`config.mk`:
```
export PLATFORM = sky130hd
export DESIGN_NAME = key_history_flat
export DESIGN_NICKNAME = d
export VERILOG_FILES = /design/src/rtl/key_history_pkg.sv /design/src/rtl/key_history_if.sv /design/src/rtl/key_history_decode.sv /design/src/rtl/key_history.sv /design/src/flat_wrapper.sv
export SDC_FILE = /design/constraint.sdc
export NUM_CORES = 1
export LEC_CHECK = 0
export CAP_MARGIN = 15
export CELL_PAD_IN_SITES_DETAIL_PLACEMENT = 2
export CELL_PAD_IN_SITES_GLOBAL_PLACEMENT = 2
export CORE_AREA = 2 2 88 48
export DETAILED_ROUTE_END_ITERATION = 7
export DIE_AREA = 0 0 90 50
export PLACE_DENSITY_LB_ADDON = 0.1
export SYNTH_ARGS = -nofsm -noshare
export SYNTH_HDL_FRONTEND = slang
export SYNTH_SLANG_ARGS = --single-unit
```
`constraint.sdc`:
```
create_clock -name clk -period 1.25 [get_ports clk]
set_input_delay 0.25 -clock clk [delete_from_list [all_inputs] [get_ports clk]]
set_output_delay 0.25 -clock clk [all_outputs]
set_load 0.02 [all_outputs]
```
`src/rtl/key_history_pkg.sv`:
```
// keypad_pkg: shared types and constants for the keypad history slice.
//   key_t       - 4-bit hex key code
//   kh_state_t  - key_history FSM states (IDLE, HELD)
//   ROW1..ROW4  - one-hot active-high scanner row encodings (row 1 = top)
//   COL0..COL3  - one-cold active-low scanner column encodings (col 0 = left)
//   KEY_MAP     - key code indexed by {row index, column index}, both 0-based
package keypad_pkg;

    typedef logic [3:0] key_t;

    typedef enum logic {
        IDLE = 1'b0,
        HELD = 1'b1
    } kh_state_t;

    localparam logic [3:0] ROW1 = 4'b1000;
    localparam logic [3:0] ROW2 = 4'b0100;
    localparam logic [3:0] ROW3 = 4'b0010;
    localparam logic [3:0] ROW4 = 4'b0001;

    localparam logic [3:0] COL0 = 4'b0111;
    localparam logic [3:0] COL1 = 4'b1011;
    localparam logic [3:0] COL2 = 4'b1101;
    localparam logic [3:0] COL3 = 4'b1110;

    localparam key_t KEY_MAP [0:15] = '{
        4'h1, 4'h2, 4'h3, 4'hA,
        4'h4, 4'h5, 4'h6, 4'hB,
        4'h7, 4'h8, 4'h9, 4'hC,
        4'hE, 4'h0, 4'hF, 4'hD
    };

endpackage

```
`src/rtl/key_history_if.sv`:
```
// key_history_if: scanner-side inputs and digit outputs of key_history.
//   rows, debounced_col, enable  - scanner sample (driven by master)
//   digit_cur, digit_prev        - two most recent accepted digits
//   new_key                      - one-cycle pulse when the digits update
//   held                         - high while a press is being held off
// Modports: master = scanner/display side, slave = key_history.
interface key_history_if;
    import keypad_pkg::*;

    logic [3:0] rows;
    logic [3:0] debounced_col;
    logic       enable;
    key_t       digit_cur;
    key_t       digit_prev;
    logic       new_key;
    logic       held;

    modport master (
        output rows, debounced_col, enable,
        input  digit_cur, digit_prev, new_key, held
    );

    modport slave (
        input  rows, debounced_col, enable,
        output digit_cur, digit_prev, new_key, held
    );

endinterface

```
`src/rtl/key_history_decode.sv`:
```
// keypad_decode: combinational row/column to hex key decoder.
//   rows          in  4  one-hot active-high row drive
//   debounced_col in  4  one-cold active-low column
//   key           out 4  decoded hex key
//   valid         out 1  pattern maps to a key
// Build option KEY_HISTORY_MULTIKEY_REJECT_EN: when defined, only a single
// row bit and a single column bit are accepted; otherwise the top-most row
// and left-most column win.
module keypad_decode
    import keypad_pkg::*;
(
    input  logic [3:0] rows,
    input  logic [3:0] debounced_col,
    output key_t       key,
    output logic       valid
);

    logic [1:0] row_idx;
    logic [1:0] col_idx;
    logic       row_hit;
    logic       col_hit;

    // Bit 3 is row 1 / col 0, so scanning from the MSB gives the priority.
    always_comb begin
        row_idx = '0;
        col_idx = '0;
        row_hit = 1'b0;
        col_hit = 1'b0;
        for (int i = 0; i < 4; i++) begin
            if (!row_hit && rows[3-i]) begin
                row_idx = 2'(i);
                row_hit = 1'b1;
            end
            if (!col_hit && !debounced_col[3-i]) begin
                col_idx = 2'(i);
                col_hit = 1'b1;
            end
        end
    end

    assign key = KEY_MAP[{row_idx, col_idx}];

`ifdef KEY_HISTORY_MULTIKEY_REJECT_EN
    assign valid = $onehot(rows) && $onehot(~debounced_col);
`else
    assign valid = row_hit && col_hit;
`endif

endmodule

```
`src/rtl/key_history.sv`:
```
// key_history: turns scanner activity into one digit event per press and
// keeps the two most recent digits.
//   clk    in  system clock
//   reset  in  asynchronous active-low reset
//   kh     key_history_if.slave (rows, debounced_col, enable in;
//          digit_cur, digit_prev, new_key, held out)
// Parameter HOLD_CYCLES (>=1): consecutive low cycles of enable required
// before the next press is accepted.
// Build option KEY_HISTORY_MULTIKEY_REJECT_EN selects strict decoding in
// keypad_decode.
module key_history
    import keypad_pkg::*;
#(
    parameter int HOLD_CYCLES = 16
) (
    input  logic          clk,
    input  logic          reset,
    key_history_if.slave  kh
);

    localparam int                CNT_W    = $clog2(HOLD_CYCLES + 1);
    localparam logic [CNT_W-1:0]  HOLD_LIM = CNT_W'(HOLD_CYCLES);
    localparam logic [CNT_W-1:0]  CNT_MAX  = {CNT_W{1'b1}};

    kh_state_t        state_q, state_d;
    logic [CNT_W-1:0] cnt_q, cnt_d, cnt_inc;
    key_t             cur_q, cur_d;
    key_t             prev_q, prev_d;
    logic             pulse_q, pulse_d;

    key_t             dec_key;
    logic             dec_valid;

    keypad_decode u_decode (
        .rows          (kh.rows),
        .debounced_col (kh.debounced_col),
        .key           (dec_key),
        .valid         (dec_valid)
    );

    // Saturating increment: the counter must never wrap back into the window.
    assign cnt_inc = (cnt_q == CNT_MAX) ? cnt_q : cnt_q + CNT_W'(1);

    always_comb begin
        state_d = state_q;
        cnt_d   = cnt_q;
        cur_d   = cur_q;
        prev_d  = prev_q;
        pulse_d = 1'b0;
        unique case (state_q)
            IDLE: begin
                if (kh.enable) begin
                    // Invalid codes still enter HELD so that the same press
                    // cannot be accepted later once it decodes cleanly.
                    state_d = HELD;
                    cnt_d   = '0;
                    if (dec_valid) begin
                        prev_d  = cur_q;
                        cur_d   = dec_key;
                        pulse_d = 1'b1;
                    end
                end
            end
            HELD: begin
                if (kh.enable) begin
                    cnt_d = '0;
                end else if (cnt_inc == HOLD_LIM) begin
                    state_d = IDLE;
                    cnt_d   = '0;
                end else begin
                    cnt_d = cnt_inc;
                end
            end
            default: begin
                state_d = IDLE;
                cnt_d   = '0;
            end
        endcase
    end

    always_ff @(posedge clk or negedge reset) begin
        if (!reset) begin
            state_q <= IDLE;
            cnt_q   <= '0;
            cur_q   <= '0;
            prev_q  <= '0;
            pulse_q <= 1'b0;
        end else begin
            state_q <= state_d;
            cnt_q   <= cnt_d;
            cur_q   <= cur_d;
            prev_q  <= prev_d;
            pulse_q <= pulse_d;
        end
    end

    assign kh.digit_cur  = cur_q;
    assign kh.digit_prev = prev_q;
    assign kh.new_key    = pulse_q;
    assign kh.held       = (state_q == HELD);

endmodule
```
`src/flat_wrapper.sv`:
```
// flat-port wrapper written by rule: the top's interface ports become plain ports
module key_history_flat import keypad_pkg::*;
#(
    parameter int HOLD_CYCLES = 16
)
  (clk, reset, kh_rows, kh_debounced_col, kh_enable, kh_digit_cur, kh_digit_prev, kh_new_key, kh_held);
  key_history_if kh_i ();
  input  logic clk;
  input  logic reset;
  input wire logic [$bits(kh_i.rows)-1:0] kh_rows;
  input wire logic [$bits(kh_i.debounced_col)-1:0] kh_debounced_col;
  input wire logic [$bits(kh_i.enable)-1:0] kh_enable;
  output wire logic [$bits(kh_i.digit_cur)-1:0] kh_digit_cur;
  output wire logic [$bits(kh_i.digit_prev)-1:0] kh_digit_prev;
  output wire logic [$bits(kh_i.new_key)-1:0] kh_new_key;
  output wire logic [$bits(kh_i.held)-1:0] kh_held;
  assign kh_i.rows = kh_rows;
  assign kh_i.debounced_col = kh_debounced_col;
  assign kh_i.enable = kh_enable;
  assign kh_digit_cur = kh_i.digit_cur;
  assign kh_digit_prev = kh_i.digit_prev;
  assign kh_new_key = kh_i.new_key;
  assign kh_held = kh_i.held;
  key_history #(.HOLD_CYCLES(HOLD_CYCLES)) u_core (.clk(clk), .reset(reset), .kh(kh_i));
endmodule
```
==> reports/metrics.yaml <==
floorplanning:
  placeableCoreArea_um2: 3720
  die_h_um: 50
  fp-row-count: 16
  die_area_um2: 4500
  initial_core_util: 0.251
  io_pins: 21
  die_x_um: 90
placed_design:
  portBuffers: 20
  dp_hpwl_um: 2630
  routabilityCongestion: 0.746
  placedCellCount: 192
  placed_area_um2: 1360
setup_path:
  criticalPathCategory: "reg2reg"
  end_kind: "register"
  cpPeakStageDelay_ns: 0.45
  cp-start-kind: "register"
  crit_arrival_ns: 1.44
  cp_data_required_time_ns: 1.38
  crit_slowest_cell: "and4bb_4"
  crit-reg2reg-launch: "u_core.kh.held"
  worstPathCellList: "and4bb_4, mux2_4"
  critPathLaunch: "u_core.kh.held"
  cp_max_fo: 6
  ff2ff_path_depth: 2
power_and_ir_drop:
  combPwrFrac: 0.341
  powerDensity_nw_per_um2: 897
  power_frac_seq: 0.391
  power_mw: 1.48
  internal_power_mw: 1.01
  ir_drop_mv: 0.455
  p_sw_frac: 0.317
  pwr-share-clk: 0.268
  switching_power_mw: 0.470
  p_leak_nw: 0.723
sta:
  rsz0062_at_grt: "true"
  fin_crit_ns: 1.31
  finalWorstSetupSlack_ns: -0.0594
  max_clock_freq_mhz: 764
  finalHoldViolations: 0
  maxSlewViolCount: 0
  clock_skew_ns: 0.00210
  tightest_slew_ns: 0.293
  finalCritPeriodShare: 1.05
  fin_hold_ws_ns: 0.311
  setup_violations: 5
  maxSlewHeadroom: 0.805
  fin_setup_tns_ns: -0.248
final_layout:
  n_fill_cell: 409
  fin_nets: 166
  drive_gt1_frac: 0.557
  area_growth_syn_to_layout_pct: 76.7
  final_cell_area_um2: 1650
  diodes: 0
  final-instance-count-excl-fill: 203
yosys:
  avgSynthCellArea_um2: 9.43
  synth_common_cells: "dfrtp_1 (15), nor2_1 (10), inv_1 (7)"
  ys_warn_count: 0
  ys_ff_latch: 15
  ys_seq_area_frac: 0.402
  synth-edff-count: 0
  synth.distinct_cells: 37
  synth_top_area_frac: 0.402
  synth_fp_nets: 115
  synth_area_leaders: "dfrtp_1 (40%), ha_1 (6.7%), nor2_1 (4.0%)"
  yosysTopAreaCell: "dfrtp_1"
  async_reset_ff_frac: 1.00
  synth_most_common_cell: "dfrtp_1"
  synthFlopType: "dfrtp_1"
  synth_area_um2: 933
  synthCells: 99
detailed_routing:
  met3WireLength_um: 228
  drc_errors: 0
  drt_iter0_drc: 44
  drt-pass1-iter-count: 6
  via_count: 972
  drt.antenna.violating_nets: 0
  wl_met1_um: 1880
  wl_per_cell_um: 18.5
  viasPerCell: 4.79
  finalWirelength_um: 3760
  maxUsedRoutingLayer: "met4"
  wl_met2_um: 1640
clock_tree:
  cts_made_buffers: 3
  clock-sinks: 15
  clk_path_buf_depth: 2
  htreeDepth: 1
  clk_pin_slew_ns: 0.06
  cts_tree: "yes"
  cts-root-buf: "clkbuf_8"
  worstSkewPairLatency_ns: 0.25
  cts.hold.buffers_added: 0
flow_run:
  drv_cap: 0
grt:
  grt_start_max_net_pins: 16
  antenna_found_initial: 0
  grt_pass1_vias: 1093
  overflow: 0
  track_usage: 0.178
  grt_pass1_wl_um: 6070
hold_path:
  min_path_type: "in2async"
run_status:
  violations: "setup timing"
  status: "finished, violations left"
==> registers in the layout, summed over array words and instances, names as in the netlist <==
| name | flops |
|---|---|
| u_core.cnt_q | 5 |
| u_core.kh.digit_cur | 4 |
| u_core.kh.digit_prev | 4 |
| u_core.kh.held | 1 |
| u_core.kh.new_key | 1 |
==> final timing paths <==
check	end	slack, ns
worst max-delay path	u_core.kh.digit_prev[1]	-0.06
worst max register to register	u_core.kh.digit_prev[1]	-0.06
worst min-delay path	u_core.kh.digit_prev[0]	0.31
max in group asynchronous	u_core.cnt_q[1]	0.74
worst min register to register	u_core.kh.digit_prev[0]	0.51
min in group clk	u_core.kh.digit_prev[0]	0.51
==> worst max-delay path, delay by kind of cell, from the launching register on <==
kind | cells | cell delay, ns
multiplexers | 1 | 0.32
AND/OR/NAND/NOR | 1 | 0.45
flip-flops | 1 | 0.43
==> cells in the final DEF, fill, tap and decap left out, types with 4 or more instances in the layout <==
master         instances
buf_4                 29
dfrtp_1               11
nor2_1                 7
dlygate4sd2_1          7
buf_6                  5
clkbuf_2               5
inv_2                  4
a21oi_1                4
mux2_4                 4
dfrtp_2                4
==> cell families (layout without fill, tap and decap cells) <==
logic type	count (synthesis)	after routing	share of synthesized area
AOI/OAI and AO/OA	26	26	0.184
xor gates and xnor gates	1	1	0.00939
adders and majority gates	5	5	0.0670
buffers and inverters	13	62	0.0684
DFF	15	15	0.402
muxes	4	4	0.0523
and+or+nand+nor	35	36	0.217
==> routing by layer <==
metal | up-vias | global-route usage
met5 | - | 0
met4 | 0 | 0.0231
met3 | 2 | 0.0566
met2 | 25 | 0.269
met1 | 484 | 0.255
li1 | 461 | -
==> per-stage QoR <==
step	setup slack (ns)	utilization
floorplan	-0.208	-
global placement	-0.752	0.364
detailed placement	-0.778	0.364
CTS	-0.0621	0.423
global route	-0.0940	0.443
finish	-0.0594	0.443
==> timing repair <==
| item | CTS | global route |
|---|---|---|
| pin swaps | 12 | 11 |
| endpoints found under the setup margin | 23 | 17 |
| setup buffers | 5 | 1 |
| gates resized for setup | 63 | 35 |
| cloned | 1 | 0 |
==> power groups by stage <==
stage               sequential [mW]  combinational [mW]  clock (mW)
detailed placement            0.584               0.420           0
CTS                           0.577               0.467       0.415
global route                  0.587               0.545       0.430
global placement              0.581               0.406           0
finish                        0.578               0.505       0.397
floorplan                     0.626               0.129           0
==> area by class of cell <==
| cell class | count | area, um2 | area share |
|---|---|---|---|
| clock buffer | 4 | 45.0 | 0.0273 |
| inverter | 7 | 26.3 | 0.0159 |
| multi-input combinational | 72 | 718 | 0.436 |
| sequential | 15 | 380 | 0.231 |
| tap | 54 | 67.6 | 0.0410 |
| timing repair buffer | 51 | 412 | 0.250 |
Note: power is estimated with default switching activity, not from simulation.
